$ cat src/rtl/ps2_key_decoder.sv
// PS/2 scan-code decoder. It tracks make and break state for NUM_KEYS configurable keys,
// including E0-extended codes. It drives held levels plus one-cycle press and release pulses.
module ps2_key_decoder #(
   parameter int unsigned             NUM_KEYS       = 4,
   parameter logic [NUM_KEYS*9-1:0]   KEY_CODES      = {9'h172, 9'h175, 9'h174, 9'h16B},
   parameter int unsigned             TIMEOUT_CYCLES = 500000
) (
   input  logic                i_clock,
   input  logic                i_resetn,
   input  logic [7:0]          i_key_data,
   input  logic                i_key_pressed,
   input  logic                i_clear,
   output logic [NUM_KEYS-1:0] o_key_held,
   output logic [NUM_KEYS-1:0] o_key_press,
   output logic [NUM_KEYS-1:0] o_key_release,
   output logic                o_any_held,
   output logic [8:0]          o_last_code
);

   localparam int unsigned     CntW   = (TIMEOUT_CYCLES > 1) ? $clog2(TIMEOUT_CYCLES) : 1;
   localparam logic [CntW-1:0] CntMax = CntW'(TIMEOUT_CYCLES - 1);

   typedef enum logic [1:0] {StIdle, StExt, StBrk, StExtBrk} state_t;

   state_t              r_state;
   state_t              w_state_next;
   logic [CntW-1:0]     r_timer;
   logic [CntW-1:0]     w_timer_next;
   logic [NUM_KEYS-1:0] r_held;
   logic [NUM_KEYS-1:0] r_press;
   logic [NUM_KEYS-1:0] r_release;
   logic                r_any_held;
   logic [8:0]          r_last_code;

   logic                w_is_e0;
   logic                w_is_f0;
   logic                w_done;
   logic                w_brk;
   logic [8:0]          w_code;
   logic [NUM_KEYS-1:0] w_match;
   logic [NUM_KEYS-1:0] w_hit;
   logic [NUM_KEYS-1:0] w_held_next;
   logic [NUM_KEYS-1:0] w_press_next;
   logic [NUM_KEYS-1:0] w_release_next;

   assign w_is_e0 = (i_key_data == 8'hE0);
   assign w_is_f0 = (i_key_data == 8'hF0);

   // Prefix FSM: decide the next state and whether this byte completes a make or break.
   always_comb begin
      w_state_next = r_state;
      w_done       = 1'b0;
      w_brk        = 1'b0;
      w_code       = {1'b0, i_key_data};
      if (i_key_pressed) begin
         unique case (r_state)
            StIdle: begin
               if (w_is_e0)      w_state_next = StExt;
               else if (w_is_f0) w_state_next = StBrk;
               else              w_done       = 1'b1;
            end
            StExt: begin
               if (w_is_f0)      w_state_next = StExtBrk;
               else if (w_is_e0) w_state_next = StExt;
               else begin
                  w_done       = 1'b1;
                  w_code       = {1'b1, i_key_data};
                  w_state_next = StIdle;
               end
            end
            StBrk: begin
               if (w_is_f0)      w_state_next = StBrk;
               else if (w_is_e0) w_state_next = StExtBrk;
               else begin
                  w_done       = 1'b1;
                  w_brk        = 1'b1;
                  w_state_next = StIdle;
               end
            end
            StExtBrk: begin
               if (w_is_e0 || w_is_f0) w_state_next = StExtBrk;
               else begin
                  w_done       = 1'b1;
                  w_brk        = 1'b1;
                  w_code       = {1'b1, i_key_data};
                  w_state_next = StIdle;
               end
            end
         endcase
      end else if ((r_state != StIdle) && (r_timer == CntMax)) begin
         // A stale prefix is dropped only when no byte arrives on the expiry cycle.
         w_state_next = StIdle;
      end
   end

   // Timer counts idle cycles while a prefix is pending. It restarts on any accepted byte.
   always_comb begin
      w_timer_next = '0;
      if (!i_key_pressed && (r_state != StIdle) && (r_timer != CntMax)) begin
         w_timer_next = r_timer + CntW'(1);
      end
   end

   // Compare the full 9-bit code against every key slot. Duplicate codes update all matching slots.
   always_comb begin
      w_match = '0;
      for (int unsigned i = 0; i < NUM_KEYS; i++) begin
         w_match[i] = (KEY_CODES[9*i +: 9] == w_code);
      end
      w_hit          = w_done ? w_match : '0;
      w_held_next    = w_brk ? (r_held & ~w_hit) : (r_held | w_hit);
      w_press_next   = w_brk ? '0 : (w_hit & ~r_held);
      w_release_next = w_brk ? (w_hit & r_held) : '0;
   end

   // State, timer and registered outputs. Clear wipes key state quietly but keeps last_code.
   always_ff @(posedge i_clock or negedge i_resetn) begin
      if (!i_resetn) begin
         r_state     <= StIdle;
         r_timer     <= '0;
         r_held      <= '0;
         r_press     <= '0;
         r_release   <= '0;
         r_any_held  <= 1'b0;
         r_last_code <= '0;
      end else if (i_clear) begin
         r_state    <= StIdle;
         r_timer    <= '0;
         r_held     <= '0;
         r_press    <= '0;
         r_release  <= '0;
         r_any_held <= 1'b0;
      end else begin
         r_state    <= w_state_next;
         r_timer    <= w_timer_next;
         r_held     <= w_held_next;
         r_press    <= w_press_next;
         r_release  <= w_release_next;
         r_any_held <= |w_held_next;
         if (w_done) r_last_code <= w_code;
      end
   end

   assign o_key_held    = r_held;
   assign o_key_press   = r_press;
   assign o_key_release = r_release;
   assign o_any_held    = r_any_held;
   assign o_last_code   = r_last_code;

endmodule
$ cat config.mk
export PLATFORM = sky130hd
export DESIGN_NAME = ps2_key_decoder
export DESIGN_NICKNAME = d
export VERILOG_FILES = /design/src/rtl/ps2_key_decoder.sv
export SDC_FILE = /design/constraint.sdc
export NUM_CORES = 1
export LEC_CHECK = 0
export ABC_CLOCK_PERIOD_IN_PS = 2900
export CAP_MARGIN = 15
export CORE_AREA = 10 10 75 77
export DETAILED_ROUTE_END_ITERATION = 16
export DIE_AREA = 0 0 85 87
export GPL_TIMING_DRIVEN = 0
export PLACE_DENSITY = 0.78
export RECOVER_POWER = 100
export SYNTH_ARGS = -nofsm -noshare
export SYNTH_HDL_FRONTEND = slang
export SYNTH_SLANG_ARGS = --single-unit
export TNS_END_PERCENT = 1
$ cat constraint.sdc
create_clock -name i_clock -period 2.9 [get_ports i_clock]
set_input_delay 0.58 -clock i_clock [delete_from_list [all_inputs] [get_ports i_clock]]
set_output_delay 0.58 -clock i_clock [all_outputs]
set_load 0.05 [all_outputs]
==> results of run 1 <==
flip-flops by register name (all words and copies together) (netlist names):
signal / flops
r_state: 2
o_last_code: 9
o_any_held: 1
o_key_press: 4
o_key_held: 4
r_timer: 19
o_key_release: 4
placed cells by master (no fill, tap or decap), types with 2 or more instances in the layout:
cell type,synthesis,layout
buf_4,2,2
a22o_1,2,2
nor4b_1,2,3
nand2b_1,3,3
dlygate4sd3_1,0,24
xnor2_1,5,5
nand4_1,2,2
nor2_1,28,28
ha_1,5,5
clkbuf_1,4,8
nor4_1,4,4
xor2_1,12,12
and4_1,4,4
nand2_1,9,9
nand3_1,7,7
clkdlybuf4s50_1,0,7
nor3b_1,3,3
o21ai_0,4,4
or4_1,2,2
mux2i_1,4,4
nand3b_1,4,4
and3_1,8,8
and3b_1,2,2
mux2_2,8,8
nor3_1,6,7
clkbuf_8,0,7
inv_1,5,5
dfrtp_1,43,43
through the flow:
stage / utilization, % / cell area, sq um / total power (uW) / hold slack, ns
global placement: 57.9 / 2450 / 801 / 0.473
floorplan: - / 2060 / 730 / 0.284
finish: 59.8 / 2530 / 1200 / 0.404
global route: 59.8 / 2530 / 1240 / 0.510
CTS: 60.8 / 2570 / 1220 / 0.235
detailed placement: 58.4 / 2470 / 809 / 0.476
logic make-up (layout without fill, tap and decap cells):
group                    count (synthesis)  after routing  share of synthesized area [%]
adder cells (fa/ha/maj)                  5              5                           3.03
AO/OA/AOI/OAI                           12             12                           4.06
flip-flops                              43             43                           52.1
AND/OR/NAND/NOR                         90             90                           24.7
buffers and inverters                   12             53                           2.61
multiplexers                            12             12                           6.30
XOR/XNOR                                17             17                           7.21
metal layers:
layer	share of wire (%)	GRT usage, %	up-vias
met2	48	19.5	25
li1	-	-	754
met4	3.2	7.34	0
met5	0	0	-
met1	45	13.4	720
met3	3.5	3.00	9
power breakdown:
group	switching, uW	internal, uW
logic	104	54.0
clock network	201	217
registers	7.48	616
layout make-up:
class	instances	share of cell area, %
clock buffer	8	3.96
timing repair buffer	33	12.6
inverter	5	0.742
sequential	43	42.5
tap	52	2.57
multi-input combinational	136	36.3
buffer	7	1.34
final timing paths:
path | cells after the start | endpoint | start
min in group i_clock | 1 | r_timer[0]$_DFF_PN0_ | r_timer[0]$_DFF_PN0_
max in group asynchronous | 2 | o_key_press[2]$_DFF_PN0_ | i_resetn
hold / removal | 1 | r_timer[17]$_DFF_PN0_ | i_resetn
setup reg to reg | 8 | o_key_release[3]$_DFF_PN0_ | r_state[1]$_DFFE_PN0P_
setup / recovery | 6 | o_key_release[3]$_DFF_PN0_ | i_key_data[7]
hold reg to reg | 1 | r_timer[0]$_DFF_PN0_ | r_timer[0]$_DFF_PN0_
critical path, cell delays in order:
cell	delay, ns
clkdlybuf4s50_1	0.44
nand2b_1	0.17
or4_1	0.52
clkbuf_1	0.17
or3_1	0.38
nor4b_1	0.33
==> metrics.yaml, run 1 <==
drt:
  viasPerCell: 5.31
  wl_um: 4210
  drc: 0
  first_iter_violations: 58
  drt-pass1-iter-count: 4
  drtAntennaViolNets: 0
  num_vias: 1508
  post_drt_wl_per_cell_um: 14.8
critical_path:
  worstPathArrival_ns: 2.60
  cp.required_ns: 3.08
  crit_path_max_fanout: 6
  worstSetupStartpointType: "primary input"
  criticalPathCategory: "primary input to flip-flop"
  ff2ff_setup_slack_ns: 0.49
  endpoint_kind: "flip-flop"
global_route:
  antenna_found_initial: 0
  overflow: 0
  grt_pass1_vias: 1530
  grt.total_usage_pct: 11.8
  grt_max_degree: 26
  grt_first_pass_wirelength_um: 7130
sta:
  hold_viol_final: 0
  fin_skew_ns: 0.00664
  tightest_slew_ns: 1.30
  setup-tns-final_ns: 0
  worst_slack_ns: 0.481
  post-route-period-util_pct: 83.4
  slew_viol_final: 0
  rsz0062_at_grt: "false"
  finalCriticalPeriod_ns: 2.42
  setup_viol: 0
  fmaxAchievable_mhz: 413
  relSlewSlack_pct: 13.3
synth:
  ys_seq_elements: 43
  ys_top_cells_by_area: "dfrtp_1, nor2_1, xor2_1, mux2_2, ha_1"
  syn-num-nets: 208
  avgSynthCellArea_sq_um: 10.8
  synth.top_cells.by_count: "dfrtp_1, nor2_1, xor2_1, nand2_1"
  ys.flop_type: "dfrtp_1"
  yosysSeqAreaShare_pct: 52.1
  synth_cell_types: 38
  synth_edf_count: 0
  async_reset_ff_share_pct: 100
  yosysTopAreaCellShare_pct: 52.1
  synth_most_common_cell: "dfrtp_1"
  yosys_warnings: 0
  synth.cell_area_sq_mm: 0.00206
  synthesis.instances: 191
  synth_top_cell_by_area: "dfrtp_1"
placement:
  dp_slack_ns: 0.323
  dp_cells: 276
  dp_hpwl_um: 3200
  port_buffers: 32
  place.gp.congestion: 0.843
run:
  maxCapViolations: 0
final_layout:
  fin_cells: 284
  layout-drive-gt1-share_pct: 7.76
  nFillCells: 349
  diodes: 0
  nets: 248
  syn_to_final_growth_pct: 22.5
  regArea_sq_mm: 0.00108
  multi_input_area_sq_um: 918
clock_tree:
  h-tree-depth: 2
  cts_tree: "yes"
  cts_setup_buffers: 0
  root_buffer: "clkbuf_8"
  cts_hold_buf: 0
  clock-sinks: 43
  clkTransAtPathRegs_ns: 0.08
  ctsResizeCount: 0
  numCtsBuffers: 5
  cts_buffer_depth: 2
  insertion_delay_ns: 0.30
die:
  rows: 24
  die_h_um: 87
  dieArea_sq_mm: 0.00740
  io_pins: 34
  die_w_um: 85
  core_area_sq_mm: 0.00423
  initial_core_util_pct: 48.8
pwr:
  pwr_density_cell_mw_per_mm2: 474
  irDropWorstVdd_mv: 0.200
  leakagePower_uw: 0.00113
run_status:
  status: "finished clean"
worst_hold_path:
  hp-class: "primary input to asynchronous set/reset pin"
No activity file was read; power rests on OpenSTA's default activity.
==> run 2, diff against run 1 <==
- ABC_CLOCK_PERIOD_IN_PS: 2900 -> 2200
- CORE_AREA: 10 10 75 77 -> 10 10 78 80
- DIE_AREA: 0 0 85 87 -> 0 0 88 90
- PLACE_DENSITY: 0.78 -> 0.75
- clock period: 2.9 -> 2.2 ns (I/O delays scaled with it)
==> run 2 against run 1 <==
Net effect: cell count up 1.1%; die area grew 7.1%; sequential power grew 32%; count of clock-buffer cells in the layout fell by 1; critical path depth is 2 higher; design area grew 2.2%; setup slack got worse by 0.41 ns; clock power is 14% higher; critical endpoint is now o_key_held[3]$_DFF_PN0_; highest routed layer unchanged.
==> metrics.yaml, run 2 (synthesis gave the netlist of run 1 again) <==
sta:
  finalCriticalPeriod_ns: 2.13
  hold_viol_final: 0
  post-route-period-util_pct: 96.8
  fin_skew_ns: 0.00874
  setup_viol: 0
  relSlewSlack_pct: 39.6
  slew_viol_final: 0
  tightest_slew_ns: 0.905
  rsz0062_at_grt: "true"
  fmaxAchievable_mhz: 470
drt:
  drt-pass1-iter-count: 4
  drc: 0
  post_drt_wl_per_cell_um: 14.3
  drtAntennaViolNets: 0
  num_vias: 1510
  wl_um: 4110
  first_iter_violations: 50
  viasPerCell: 5.26
critical_path:
  path_buf_inv: 2
  ff2ff_setup_slack_ns: 0.07
  worstPathArrival_ns: 2.30
  crit_path_max_fanout: 6
  critical-path-top-delay-family: "simple AND/OR/NAND/NOR gates"
  criticalPathCategory: "flip-flop to flip-flop"
  reg2reg_depth: 8
  r2r_end: "o_key_held[3]$_DFF_PN0_"
  worstSetupStartpointType: "flip-flop"
  cp_slowest_stage_delay_ns: 0.51
  r2r-start: "r_state[1]$_DFFE_PN0P_"
  cp_slowest_cell: "or4_1"
  worstPathCellList: "inv_2 > ha_4 > nor3_2 > or4_1 > buf_6 > or3_4 > mux2i_1 > nor2_1"
  cp.required_ns: 2.37
  endpoint_kind: "flip-flop"
final_layout:
  nFillCells: 412
  final_common_cell: "dfrtp_1"
  layout_common_cells: "dfrtp_1, clkdlybuf4s50_1, nor2_1"
  fin_util_pct: 56.2
  fin_cells: 287
  syn_to_final_growth_pct: 25.2
  largest_reg_flops: 19
  nets: 249
  layout-drive-gt1-share_pct: 12.9
  stdcell_area_sq_mm: 0.00258
  regMostFlops: "r_timer"
  diodes: 0
clock_tree:
  clkTransAtPathRegs_ns: 0.08
  h-tree-depth: 2
  root_buffer: "clkbuf_8"
  insertion_delay_ns: 0.30
  cts_buffer_depth: 2
  numCtsBuffers: 5
  clock-sinks: 43
  cts_tree: "yes"
  cts_hold_buf: 0
pwr:
  pwr_density_cell_mw_per_mm2: 587
  irDropWorstVdd_mv: 0.326
  leakagePower_uw: 0.00111
die:
  dieArea_sq_mm: 0.00792
  core_area_sq_mm: 0.00460
  io_pins: 34
  die_w_um: 88
  initial_core_util_pct: 44.9
  die_h_um: 90
  rows: 25
global_route:
  grt.total_usage_pct: 11.1
  antenna_found_initial: 0
  grt_first_pass_wirelength_um: 7100
  grt_max_degree: 27
  grt_pass1_vias: 1487
  overflow: 0
placement:
  place.gp.congestion: 0.819
  place_area_sq_mm: 0.00247
  dp_hpwl_um: 3190
  dp_cells: 278
  port_buffers: 32
run_status:
  status: "finished clean"
worst_hold_path:
  hp-class: "primary input to asynchronous set/reset pin"
run:
  maxCapViolations: 0
==> run 2: final cells by class <==
type | instances | area [sq um] | share of cell area [%]
clock inverters | 1 | 5.00 | 0.194
well taps | 54 | 67.6 | 2.61
inverters | 5 | 18.8 | 0.726
plain buffers | 5 | 37.5 | 1.45
repair buffers | 36 | 342 | 13.2
flip-flops and latches | 43 | 1080 | 41.6
multi-input cells | 136 | 962 | 37.2
clock buffers | 7 | 76.3 | 2.95
==> run 2: how the worst max path moves through the flow <==
| stage | from | to | cells after the start |
|---|---|---|---|
| finish | r_state[1]$_DFFE_PN0P_ | o_key_held[3]$_DFF_PN0_ | 8 |
| global route | r_state[0]$_DFFE_PN0P_ | o_key_held[3]$_DFF_PN0_ | 8 |
| CTS | r_state[0]$_DFFE_PN0P_ | o_key_held[3]$_DFF_PN0_ | 9 |
| detailed placement | i_key_data[7] | o_key_release[3]$_DFF_PN0_ | 6 |
| global placement | i_resetn | o_key_held[0]$_DFF_PN0_ | 1 |
| floorplan | r_state[0]$_DFFE_PN0P_ | o_key_held[3]$_DFF_PN0_ | 9 |
==> run 2: where the power goes <==
group | switching [uW] | total, uW | internal, uW | leakage, uW
Clock | 255 | 478 | 223 | 0.0000422
Combinational | 137 | 218 | 80.8 | 0.000480
Sequential | 10.7 | 823 | 812 | 0.000583
Total | 402 | 1520 | 1120 | 0.00111
==> run 2: routing by layer <==
metal | vias to the layer above | routed length (um) | track usage, % | part of all wire [%]
met5 | - | 0 | 0 | 0
met3 | 8 | 211 | 3.43 | 5.1
li1 | 750 | - | - | -
met1 | 725 | 1820 | 13.1 | 44
met2 | 27 | 2000 | 17.5 | 49
met4 | 0 | 79 | 5.32 | 1.9
==> run 2: timing repair <==
action / CTS / global route
setup buffers: 0 / 3
endpoints found under the setup margin: 12 / 26
resized for setup: 2 / 7
==> run 2: per-stage QoR <==
step	total power [uW]	setup slack, ns	setup TNS [ns]	hold WS [ns]
after floorplan	962	0.109	0	0.144
after global placement	1060	-0.369	-17.87	0.473
after detailed placement	1060	-0.218	-2.43	0.397
after CTS	1550	-0.0113	-0.0113	0.0703
after global routing	1590	-0.0206	-0.122	0.330
final	1520	0.0706	0	0.243
==> run 3, diff against run 2 <==
- SLEW_MARGIN: unset -> 10
==> results of run 3 <==
Same layout as run 2: the final DEF is identical, and so are final timing and power.
